### src/rtl/siaminer_pkg.sv
// Shared constants and helpers for the miner datapath blocks.
package siaminer_pkg;

   localparam int unsigned M04_W        = 64;
   localparam int unsigned DEF_DEPTH    = 4;
   localparam int unsigned DEF_HOLD_CYC = 2;
   localparam int unsigned DEF_CNT_W    = 16;

   // Bits needed to encode values 0..n-1 (0 for n<=1).
   function automatic int unsigned clog2(input int unsigned n);
      int unsigned r;
      r = 0;
      for (int unsigned i = 0; i < 32; i++) begin
         if ((64'd1 << i) < 64'(n)) r = i + 1;
      end
      return r;
   endfunction

endpackage

### src/rtl/elastic_flush_stage.sv
// One valid/data register of the elastic pipe: load from upstream, flush-clear, async reset.
module elastic_flush_stage
   import siaminer_pkg::*;
#(
   parameter int unsigned DATA_W = M04_W
) (
   input  logic              clk,
   input  logic              rst,
   input  logic              flush,
   input  logic              load,
   input  logic              src_v,
   input  logic [DATA_W-1:0] src_d,
   output logic              v,
   output logic [DATA_W-1:0] d
);

   logic              v_q, v_d;
   logic [DATA_W-1:0] d_q, d_d;

   // Data is only captured alongside a valid source so bubbles keep the last word.
   always_comb begin
      v_d = v_q;
      d_d = d_q;
      if (flush) begin
         v_d = 1'b0;
         d_d = '0;
      end else if (load) begin
         v_d = src_v;
         if (src_v) d_d = src_d;
      end
   end

   always_ff @(posedge clk or posedge rst) begin
      if (rst) begin
         v_q <= 1'b0;
         d_q <= '0;
      end else begin
         v_q <= v_d;
         d_q <= d_d;
      end
   end

   assign v = v_q;
   assign d = d_q;

endmodule

### src/rtl/elastic_flush_pipe.sv
// DEPTH-stage valid/ready elastic pipe with flush-on-found, post-flush input hold,
// occupancy tracking and a saturating count of words discarded by flushes.
module elastic_flush_pipe
   import siaminer_pkg::*;
#(
   parameter int unsigned DATA_W   = M04_W,
   parameter int unsigned DEPTH    = DEF_DEPTH,
   parameter int unsigned HOLD_CYC = DEF_HOLD_CYC,
   parameter int unsigned CNT_W    = DEF_CNT_W
) (
   input  logic                         clk,
   input  logic                         rst,
   input  logic                         found,
   input  logic                         in_valid,
   output logic                         in_ready,
   input  logic [DATA_W-1:0]            in_data,
   output logic                         out_valid,
   input  logic                         out_ready,
   output logic [DATA_W-1:0]            out_data,
   output logic [clog2(DEPTH+1)-1:0]    occupancy,
   output logic [CNT_W-1:0]             drop_cnt
);

   localparam int unsigned OCC_W  = clog2(DEPTH + 1);
   localparam int unsigned HOLD_W = (HOLD_CYC > 0) ? clog2(HOLD_CYC + 1) : 1;
   localparam int unsigned SUM_W  = CNT_W + 1;

   logic              stage_v [DEPTH];
   logic [DATA_W-1:0] stage_d [DEPTH];
   logic              src_v   [DEPTH];
   logic [DATA_W-1:0] src_d   [DEPTH];
   logic              rdy     [DEPTH];

   logic              in_fire, out_fire;
   logic [OCC_W-1:0]  occ_q, occ_d;
   logic [HOLD_W-1:0] hold_q, hold_d;
   logic [CNT_W-1:0]  drop_q, drop_d;
   logic [SUM_W-1:0]  drop_sum;
   logic              rdy_acc;

   // rdy[i] = !v[i] | rdy[i+1], unrolled from the tail with an accumulator so the
   // chain stays a plain combinational OR rather than a self-referencing vector.
   always_comb begin
      rdy_acc = out_ready;
      for (int unsigned k = 0; k < DEPTH; k++) begin
         rdy_acc              = rdy_acc | ~stage_v[DEPTH-1-k];
         rdy[DEPTH-1-k]       = rdy_acc;
      end
   end

   assign in_ready  = rdy[0] & ~found & (hold_q == '0);
   assign in_fire   = in_valid & in_ready;
   assign out_valid = stage_v[DEPTH-1] & ~found;
   assign out_fire  = out_valid & out_ready;
   assign out_data  = stage_d[DEPTH-1];

   for (genvar i = 0; i < DEPTH; i++) begin : g_stage
      if (i == 0) begin : g_head
         assign src_v[i] = in_fire;
         assign src_d[i] = in_data;
      end else begin : g_body
         assign src_v[i] = stage_v[i-1];
         assign src_d[i] = stage_d[i-1];
      end

      elastic_flush_stage #(
         .DATA_W (DATA_W)
      ) u_stage (
         .clk   (clk),
         .rst   (rst),
         .flush (found),
         .load  (rdy[i]),
         .src_v (src_v[i]),
         .src_d (src_d[i]),
         .v     (stage_v[i]),
         .d     (stage_d[i])
      );
   end

   assign drop_sum = SUM_W'(drop_q) + SUM_W'(occ_q);

   always_comb begin
      occ_d  = occ_q + OCC_W'(in_fire) - OCC_W'(out_fire);
      hold_d = (hold_q != '0) ? hold_q - HOLD_W'(1) : hold_q;
      drop_d = drop_q;
      if (found) begin
         occ_d  = '0;
         hold_d = HOLD_W'(HOLD_CYC);
         drop_d = drop_sum[CNT_W] ? '1 : drop_sum[CNT_W-1:0];
      end
   end

   always_ff @(posedge clk or posedge rst) begin
      if (rst) begin
         occ_q  <= '0;
         hold_q <= '0;
         drop_q <= '0;
      end else begin
         occ_q  <= occ_d;
         hold_q <= hold_d;
         drop_q <= drop_d;
      end
   end

   assign occupancy = occ_q;
   assign drop_cnt  = drop_q;

endmodule

### config.mk
export PLATFORM = sky130hd
export DESIGN_NAME = elastic_flush_pipe
export DESIGN_NICKNAME = d
export VERILOG_FILES = /design/src/rtl/siaminer_pkg.sv /design/src/rtl/elastic_flush_stage.sv /design/src/rtl/elastic_flush_pipe.sv
export SDC_FILE = /design/constraint.sdc
export NUM_CORES = 1
export LEC_CHECK = 0
export BUFFER_PORTS_ARGS = -buffer_cell sky130_fd_sc_hd__buf_2
export CAP_MARGIN = 20
export CORE_AREA = 2 2 150 152
export DETAILED_ROUTE_END_ITERATION = 6
export DIE_AREA = 0 0 152 154
export GPL_TIMING_DRIVEN = 0
export PLACE_DENSITY = 0.84
export REMOVE_ABC_BUFFERS = 1
export SYNTH_ARGS = -nofsm -noshare
export SYNTH_HDL_FRONTEND = slang
export SYNTH_SLANG_ARGS = --single-unit
### constraint.sdc
create_clock -name clk -period 8.9 [get_ports clk]
set_clock_uncertainty 0.05 [all_clocks]
set_input_delay 1.335 -clock clk [delete_from_list [all_inputs] [get_ports clk]]
set_output_delay 1.335 -clock clk [all_outputs]
set_load 0.03 [all_outputs]
Yosys cells after proc, flatten, opt, wreduce, memory -nomap -nowiden
Cells that the tools add are included.
{"block": "word_totals", "regBits": 281, "input_bits": 69, "out_inout_bits": 85, "wordCells": 68}
{"block": "op_classes", "n_addsub": 4, "muxes": 24, "n_bitwise": 14, "n_reduce_logical": 15}
{"operator": "$mux W64", "count": 12}
{"operator": "$reduce_bool A2 Y1", "count": 10}
{"operator": "$add A16 B3 Y17", "count": 1}
{"operator": "$mux W16", "count": 1}
{"operator": "$mux W1", "count": 8}
{"operator": "$reduce_and A2 Y1", "count": 4}
{"operator": "$and A1 B1 Y1", "count": 5}
{"operator": "$not A1 Y1", "count": 5}
{"operator": "$mux W2", "count": 2}
{"operator": "$or A1 B1 Y1", "count": 4}
{"operator": "$add A3 B1 Y3", "count": 1}
{"operator": "$mux W3", "count": 1}
{"operator": "$sub A3 B1 Y3", "count": 1}
{"operator": "$logic_not A2 Y1", "count": 1}
{"operator": "$sub A2 B1 Y2 const B", "count": 1}

Longest topological paths before layout
Gate-level depths: netlist of the first run.
{"block": "depth", "word_depth": 11, "depth_mapped": 13, "depth_no_buf": 12}

By module
From an unflattened synthesis of the first run, not the netlist that was laid out.
{"block": "hier_totals", "cells_unflattened": 1304, "area_unflattened_um2": 13803.2}
{"module": "elastic_flush_stage", "n_inst": 4, "cells_per_inst": 295, "area_per_inst_um2": 3150.5, "seq_area_each_um2": 1626.6}
{"module": "elastic_flush_pipe", "n_inst": 1, "cells_per_inst": 124, "area_per_inst_um2": 1201.2, "seq_area_each_um2": 525.5}

Worst setup path after synthesis of the first run
OpenSTA, ideal clock, no wires.
{"block": "synth_path", "path_type": "input to output", "startpoint": "input found", "endpoint": "output in_ready", "t_arrival_ns": 2.498, "t_required_ns": 7.515, "setup_slack_ns": 5.017, "path_stages": 5, "path_buffers": 3, "cell_sequence": "buf_2 buf_1 clkbuf_1 nand2b_1 a21oi_1"}
{"block": "synth_via", "elab_chain_cells": 3}
{"element": "start: declaration", "line_no": "elastic_flush_pipe.sv:13", "source": "input logic found,"}
{"element": "$not A1 Y1", "line_no": "elastic_flush_pipe.sv:51", "source": "assign in_ready = rdy[0] & ~found & (hold_q == '0);"}
{"element": "$and A1 B1 Y1 (2 in a row)", "line_no": "elastic_flush_pipe.sv:51"}
{"element": "end: declaration", "line_no": "elastic_flush_pipe.sv:15", "source": "output logic in_ready,"}
Every way passes these cells.

Worst setup path after layout of the first run
Ends and elaborated chain as after synthesis.

==> results of run 1 <==
==> metrics by stage <==
stage / setup WS, ps / instances
detailed placement: 4800 / 1351
finish: 4810 / 1403
global placement: -3050 / 1331
floorplan: -236 / 898
CTS: 4760 / 1403
global route: 4690 / 1403
==> final cells by class <==
class / instances / area [um2]
repair buffers: 173 / 1130
clock buffers: 42 / 897
fillers: 1688 / 8480
clock inverters: 10 / 131
multi-input cells: 606 / 3620
well taps: 280 / 350
inverters: 11 / 48.8
flip-flops and latches: 281 / 7030
==> how the worst min path moves through the flow <==
stage | endpoint | cells past startpoint
global route | g_stage[3].u_stage.d[12] | 1
detailed placement | g_stage[3].u_stage.d[34] | 1
global placement | g_stage[1].u_stage.d[2] | 1
CTS | g_stage[1].u_stage.d[52] | 1
finish | g_stage[3].u_stage.d[10] | 1
floorplan | g_stage[1].u_stage.d[0] | 1
==> power breakdown <==
group | switching [mW] | total, mW | internal, mW
sequential | 0.0310 | 1.36 | 1.32
combinational | 0.166 | 0.251 | 0.0851
clock | 0.488 | 1.27 | 0.782
total | 0.685 | 2.88 | 2.19
==> metal layers <==
layer  up-vias  share of wire  GRT usage
met4         0          0.026     0.0592
met3        55          0.050     0.0321
met2       223           0.47      0.329
met1      3787           0.45      0.290
li1       3609              -          -
met5         -              0          0
==> cells in the mapped netlist, drive strengths merged, types with 2 or more instances <==
library cell  count  area [um2]
nor2b             6        37.5
o21ai            63         315
or2               2        12.5
and3              4        25.0
a22o            128        1120
xnor2             2        17.5
nand2           197         739
fa                2        40.0
ha                6        75.1
a21oi            71         363
or3               3        18.8
xor2              6        52.6
and2              2        12.5
o211a             2        20.0
buf              26         146
dfrtp           281        7030
inv              11        41.3
mux2i            13         130
nor2             21        78.8
clkbuf           43         161
nand2b           55         344
nand3             8        40.0
==> cells by family after synthesis <==
logic type	share of synthesized area
multiplexers	0.0119
buffers and inverters	0.0319
AND/OR/NAND/NOR	0.124
AO/OA/AOI/OAI	0.173
flip-flops	0.642
XOR/XNOR	0.00640
adder cells (fa/ha/maj)	0.0105
==> sequential cells by signal, summed over array words and instances, names as in the netlist <==
signal             flops
drop_cnt              16
g_stage.u_stage.d    256
hold_q                 2
g_stage.u_stage.v      4
occupancy              3
==> results.py, run 1 <==
metrics = {
    "run_status": {
        "outcome": "finished, final reports clean",
    },
    "timing": {
        "slew-limit-headroom": 0.404,
        "rsz0062_at_grt": "no",
        "fmax_ghz": 0.245,
        "worstMarginPinSlew_ps": 892,
        "drv_slew": 0,
        "setup_viol": 0,
        "timing.final.hold_violations": 0,
        "timing.final.crit_period_ps": 4090,
        "holdWs_ps": 434,
        "layout_worst_path_cycle_share": 0.459,
        "fin_setup_tns_ps": 0,
    },
    "worst_setup_path": {
        "cp_slowest_cell": "buf_4",
        "timing.reg2reg.setup_slack_ps": 6320,
        "path_buf_inv": 3,
        "path_class": "primary input to primary output",
        "crit_path_end_kind": "primary output",
        "worstPathMaxFanout": 76,
        "critPathLaunchType": "primary input",
        "crit_required_ps": 7520,
        "critical_path_arrival_ps": 2700,
        "cp.depth": 5,
        "critPathLaunch": "found",
        "r2r_start": "g_stage[2].u_stage.v",
        "cp_top_family": "buffers and inverters",
        "endpoint": "in_ready",
        "critical-path-max-stage-delay_ps": 560,
        "reg2regPathDepth": 10,
        "crit_chain": "buf_4 -> buf_16 -> nand2b_1 -> a21oi_1 -> buf_2",
        "r2r-end": "occupancy[2]",
    },
    "floorplanning": {
        "io_pins": 154,
        "initial_core_util": 0.505,
        "die_x_um": 152,
        "coreArea_um2": 21700,
        "die_h_um": 154,
        "dieArea_um2": 23400,
        "fp-row-count": 54,
    },
    "pwr": {
        "vdd_ir_drop_max_uv": 166,
        "design_power_total_mw": 2.88,
        "powerDensity_nw_per_um2": 218,
        "p_leak_nw": 6.45,
    },
    "yosys": {
        "synthCells": 967,
        "synth.distinct_cells": 42,
        "synthArstFlopShare": 1.00,
        "yosys_warnings": 0,
        "yosys_register_bits": 281,
        "synth_flop_cell": "dfrtp_1",
        "syn_area_um2": 11000,
        "synth_edf_count": 0,
        "ys_seq_area_frac": 0.642,
        "syn-mean-instance-area_um2": 11.3,
    },
    "finish": {
        "area_growth_pct": 20.6,
        "fin_util": 0.609,
        "fin_area_um2": 13200,
        "diodes": 0,
        "final_cell_mix": "dfrtp_1 (281), nand2_1 (196), buf_2 (152)",
        "layout_commonest_cell": "dfrtp_1",
        "final_nets": 1180,
        "drive_above_1_share": 0.207,
    },
    "cts": {
        "postCtsSetupRepairBufs": 0,
        "clk_latency_ps": 550,
        "root_buffer": "clkbuf_16",
        "cts_hold_buf": 0,
        "cts_tree": "yes",
        "h-tree-depth": 1,
        "cts_made_buffers": 30,
        "clk_pin_slew_ps": 60,
        "clock_sinks": 281,
        "clockBufferDepth": 3,
        "cts_resized": 0,
    },
    "drt": {
        "drt-vias-per-instance": 5.47,
        "wl_per_cell_um": 16.9,
        "dr.pass1.iters": 5,
        "ant_nets": 0,
        "remaining_drc_errors": 0,
        "vias": 7674,
        "drtIter0Drc": 349,
        "wirelength_mm": 23.7,
    },
    "global_routing": {
        "grt_remaining_overflow": 0,
        "grt_pass1_wl_mm": 39.9,
        "grt_max_degree": 126,
        "grt_pass1_vias": 7769,
        "antenna_found_initial": 0,
        "grt_usage": 0.204,
    },
    "place": {
        "dpl.hpwl_mm": 14.6,
        "dpl_cell_area_um2": 12200,
        "place_congestion": 0.771,
        "io_buffers": 153,
    },
    "min_path": {
        "min_path_type": "register to register",
        "hold_start": "g_stage[2].u_stage.d[10]",
    },
    "flow_run": {
        "maxCapViolCount": 0,
    },
}
Power figures use the tool's default switching activity.
==> inputs of run 2 (changes only) <==
- clock period: 8.9 -> 3.6 ns (I/O delays scaled with it)
==> results.py, run 2 (same netlist as run 1, synthesis figures left out) <==
metrics = {
    "run_status": {
        "outcome": "finished, final reports clean",
    },
    "timing": {
        "drv_slew": 0,
        "fmax_ghz": 0.387,
        "timing.final.hold_violations": 0,
        "setup_viol": 0,
        "slew-limit-headroom": 0.395,
        "timing.final.crit_period_ps": 2580,
        "layout_worst_path_cycle_share": 0.717,
        "setup_ws_ps": 1020,
        "rsz0062_at_grt": "no",
        "worstMarginPinSlew_ps": 905,
    },
    "place": {
        "io_buffers": 153,
        "place_congestion": 0.771,
        "place_inst": 1351,
        "dpl.hpwl_mm": 14.6,
        "dp_slack_ps": 506,
    },
    "floorplanning": {
        "coreArea_um2": 21700,
        "initial_core_util": 0.505,
        "io_pins": 154,
        "dieArea_um2": 23400,
        "fp-row-count": 54,
        "die_h_um": 154,
        "die_x_um": 152,
    },
    "drt": {
        "wl_per_cell_um": 16.9,
        "wirelength_mm": 23.7,
        "drt-vias-per-instance": 5.46,
        "vias": 7664,
        "remaining_drc_errors": 0,
        "dr.pass1.iters": 5,
        "ant_nets": 0,
        "drtIter0Drc": 360,
    },
    "cts": {
        "clockBufferDepth": 3,
        "cts_made_buffers": 30,
        "cts_resized": 0,
        "clk_pin_slew_ps": 60,
        "clk_latency_ps": 550,
        "postCtsSetupRepairBufs": 0,
        "cts_tree": "yes",
        "clock_sinks": 281,
        "root_buffer": "clkbuf_16",
        "h-tree-depth": 1,
    },
    "finish": {
        "largest_reg_flops": 256,
        "final_cell_mix": "dfrtp_1 (281), nand2_1 (196), buf_2 (152)",
        "fin_cells": 1404,
        "drive_above_1_share": 0.207,
        "area_growth_pct": 20.7,
        "layout_commonest_cell": "dfrtp_1",
        "final_nets": 1181,
        "diodes": 0,
    },
    "worst_setup_path": {
        "worst_path_most_repeated_cell": "inv_1",
        "crit_chain": "and4b_1 -> a211oi_4 -> inv_1 -> ha_1 -> inv_1 -> ha_1 -> inv_1 -> fa_1 -> xnor2_1 -> nor2_1",
        "critical-path-max-stage-delay_ps": 490,
        "cp_slowest_cell": "dfrtp_1",
        "crit_required_ps": 3970,
        "worstPathMaxFanout": 7,
        "critPathLaunchType": "register",
        "path_class": "register to register",
        "critical_path_arrival_ps": 2950,
        "crit_path_end_kind": "register",
    },
    "global_routing": {
        "grt_pass1_vias": 7779,
        "antenna_found_initial": 0,
        "grt_remaining_overflow": 0,
        "grt_usage": 0.204,
        "grt_pass1_wl_mm": 40.0,
        "grt_max_degree": 126,
    },
    "min_path": {
        "min_path_type": "primary input to register",
    },
    "pwr": {
        "p_leak_nw": 6.45,
        "powerDensity_nw_per_um2": 538,
        "vdd_ir_drop_max_uv": 411,
    },
    "flow_run": {
        "maxCapViolCount": 0,
    },
}
-- run 2: cell types whose count changed in the layout (fill, tap and decap cells not counted) --
cell | before | now
dlygate4sd3_1 | 0 | 1
-- run 2: cell type report --
class / count / area (um2)
fillers: 1689 / 8470
flip-flops and latches: 281 / 7030
multi-input cells: 606 / 3620
repair buffers: 174 / 1140
clock buffers: 42 / 897
well taps: 280 / 350
clock inverters: 10 / 131
inverters: 11 / 48.8
-- run 2: layer usage --
layer  global-route usage  wire [um]
met1                0.290      10700
met2                0.330      11300
met3               0.0321       1110
met4               0.0592        600
met5                    0          0
-- run 2: metrics by stage --
stage	instance area (um2)	power (mW)	TNS [ps]	hold slack, ps	utilization
2_1_floorplan	10600	3.75	-1398460	415	-
3_3_place_gp	11800	3.96	-2883080	420	0.542
3_5_place_dp	12200	4.03	0	423	0.562
4_1_cts	13200	7.19	0	119	0.610
5_1_grt	13200	7.40	0	135	0.610
6_report	13200	7.12	0	142	0.610
-- run 2: critical path, delay by kind of cell (launching register included) --
kind,cells,cell delay [ps]
adder cells (fa/ha/maj),3,780
flip-flops,1,490
AO/OA/AOI/OAI,1,400
AND/OR/NAND/NOR,2,370
buffers and inverters,3,200
XOR/XNOR,1,160
-- run 2: path summary, 6_finish.rpt --
path / depth (start not counted) / to / from / slack [ps]
min in group asynchronous: 3 / g_stage[2].u_stage.d[54] / rst / 500
max in group asynchronous: 4 / g_stage[2].u_stage.d[18] / rst / 2130
worst min register to register: 1 / g_stage[3].u_stage.d[10] / g_stage[2].u_stage.d[10] / 430
worst max register to register: 10 / occupancy[2] / g_stage[2].u_stage.v / 1020
worst max-delay path: 10 / occupancy[2] / g_stage[2].u_stage.v / 1020
worst min-delay path: 3 / g_stage[0].u_stage.d[38] / in_data[38] / 140
-- run 2: where the power goes --
| part | internal [mW] | switching (mW) |
|---|---|---|
| Sequential | 3.28 | 0.0768 |
| Combinational | 0.211 | 0.411 |
| Clock | 1.93 | 1.21 |
| Total | 5.42 | 1.70 |
-- run 2: repair_timing --
| item | 4_1_cts | 5_1_grt |
|---|---|---|
| hold buffers | 1 | 0 |
| setup endpoints to repair | 0 | 0 |
| endpoints found under the hold margin | 33 | 0 |
==> inputs of run 3 (changes only) <==
- CORE_AREA: 2 2 150 152 -> 2 2 145 147
- DIE_AREA: 0 0 152 154 -> 0 0 147 149
- PLACE_DENSITY: 0.84 -> 0.86
- clock period: 3.6 -> 2.4 ns (I/O delays scaled with it)
==> results.py, run 3 (same netlist as run 1, synthesis figures left out) <==
metrics = {
    "worst_setup_path": {
        "crit_path_end_kind": "register",
        "critical_path_arrival_ps": 2700,
        "worstPathMaxFanout": 7,
        "r2r_start": "g_stage[2].u_stage.v",
        "critPathLaunchType": "register",
        "critPathLaunch": "g_stage[2].u_stage.v",
        "path_class": "register to register",
        "crit_required_ps": 2750,
    },
    "finish": {
        "layout_commonest_cell": "dfrtp_1",
        "fin_cells": 1445,
        "diodes": 0,
        "final_nets": 1228,
        "area_growth_pct": 25.1,
        "fin_util": 0.667,
        "drive_above_1_share": 0.210,
        "largest_reg_flops": 256,
        "final_cell_mix": "dfrtp_1 (280), nand2_1 (195), buf_2 (152)",
    },
    "pwr": {
        "design_power_total_mw": 10.4,
        "p_leak_nw": 6.66,
        "powerDensity_nw_per_um2": 759,
        "vdd_ir_drop_max_uv": 653,
    },
    "cts": {
        "cts_made_buffers": 28,
        "cts_tree": "yes",
        "h-tree-depth": 1,
        "root_buffer": "clkbuf_16",
        "clk_latency_ps": 530,
        "clock_sinks": 281,
        "clockBufferDepth": 3,
        "clk_pin_slew_ps": 60,
    },
    "timing": {
        "fin_setup_tns_ps": 0,
        "layout_worst_path_cycle_share": 0.980,
        "worstMarginPinSlew_ps": 797,
        "fmax_ghz": 0.425,
        "timing.final.crit_period_ps": 2350,
        "setup_ws_ps": 47.6,
        "drv_slew": 0,
        "timing.final.hold_violations": 0,
        "slew-limit-headroom": 0.467,
        "setup_viol": 0,
    },
    "global_routing": {
        "grt_max_degree": 97,
        "grt_pass1_wl_mm": 41.3,
        "antenna_found_initial": 0,
        "grt_usage": 0.232,
        "grt_pass1_vias": 8169,
        "grt_remaining_overflow": 0,
    },
    "drt": {
        "dr.pass1.iters": 6,
        "wl_met3_mm": 1.59,
        "wirelength_mm": 25.5,
        "dr_wl_met2_mm": 13.1,
        "wl_met1_mm": 10.5,
        "wl_per_cell_um": 17.6,
        "drtIter0Drc": 493,
        "remaining_drc_errors": 0,
        "drt-vias-per-instance": 5.57,
        "ant_nets": 0,
        "vias": 8046,
        "highest_layer": "met4",
    },
    "run_status": {
        "outcome": "finished, final reports clean",
    },
    "place": {
        "dp_slack_ps": -499,
        "place_congestion": 0.791,
        "place_inst": 1349,
        "io_buffers": 153,
        "dpl.hpwl_mm": 15.3,
    },
    "floorplanning": {
        "dieArea_um2": 21900,
        "die_h_um": 149,
        "die_x_um": 147,
        "fp-row-count": 53,
        "initial_core_util": 0.533,
        "coreArea_um2": 20600,
        "io_pins": 154,
    },
    "flow_run": {
        "maxCapViolCount": 0,
    },
    "min_path": {
        "min_path_type": "primary input to register",
        "hold_start": "in_data[58]",
    },
}
==> run 3: cell types whose count changed in the layout (fill, tap and decap cells not counted), moves of 3 or more <==
cell,before,now
inv_1,10,7
buf_4,1,7
inv_2,0,3
clkbuf_1,3,6
buf_16,4,12
dlygate4sd3_1,1,39
==> run 3: path summary, 6_finish.rpt <==
path / end / slack [ps] / cells after the start
max reg2reg: occupancy[1] / 50 / 9
min: g_stage[0].u_stage.d[58] / 20 / 3
min in group asynchronous: g_stage[3].u_stage.d[26] / 410 / 3
max in group asynchronous: g_stage[1].u_stage.d[4] / 570 / 5
min reg2reg: g_stage[3].u_stage.d[8] / 430 / 1
max: occupancy[1] / 50 / 9
==> run 3: layer usage <==
layer  GRT usage  up-vias
met4      0.0534        0
met2       0.403      245
li1            -     3708
met5           0        -
met3      0.0428       30
met1       0.308     4063
==> run 3: area by class of cell <==
type / count / area [um2]
flip-flops and latches: 281 / 7030
fillers: 1459 / 6850
multi-input cells: 606 / 3640
repair buffers: 223 / 1730
clock buffers: 43 / 858
well taps: 275 / 344
clock inverters: 6 / 58.8
inverters: 11 / 48.8
==> run 3: per-stage QoR <==
stage               hold WS [ps]  area [um2]
finish                      23.4       13700
global route                5.59       13700
global placement             419       11800
detailed placement           425       12300
CTS                        0.358       13600
floorplan                    373       10600
==> run 3: critical path, cell delays in order, from the launching register on <==
cell and delay (ps):
dfrtp_2 450, and4b_2 310, a211oi_4 260, inv_2 70
ha_1 270, inv_1 60, ha_1 140, inv_1 60
fa_2 520, nor2_1 40
==> run 3: where the power goes <==
group          total, mW  switching (mW)  internal (mW)
registers           5.04           0.124           4.91
logic               1.08           0.657          0.419
clock network       4.29            1.74           2.55
total               10.4            2.52           7.88
==> run 3: repair_timing <==
action / CTS / global route
setup buffers: 1 / 7
hold buffers: 39 / 0
hold endpoints to repair: 130 / 0
setup endpoints to repair: 3 / 55
resized for setup: 3 / 7
pin swaps: 2 / 3
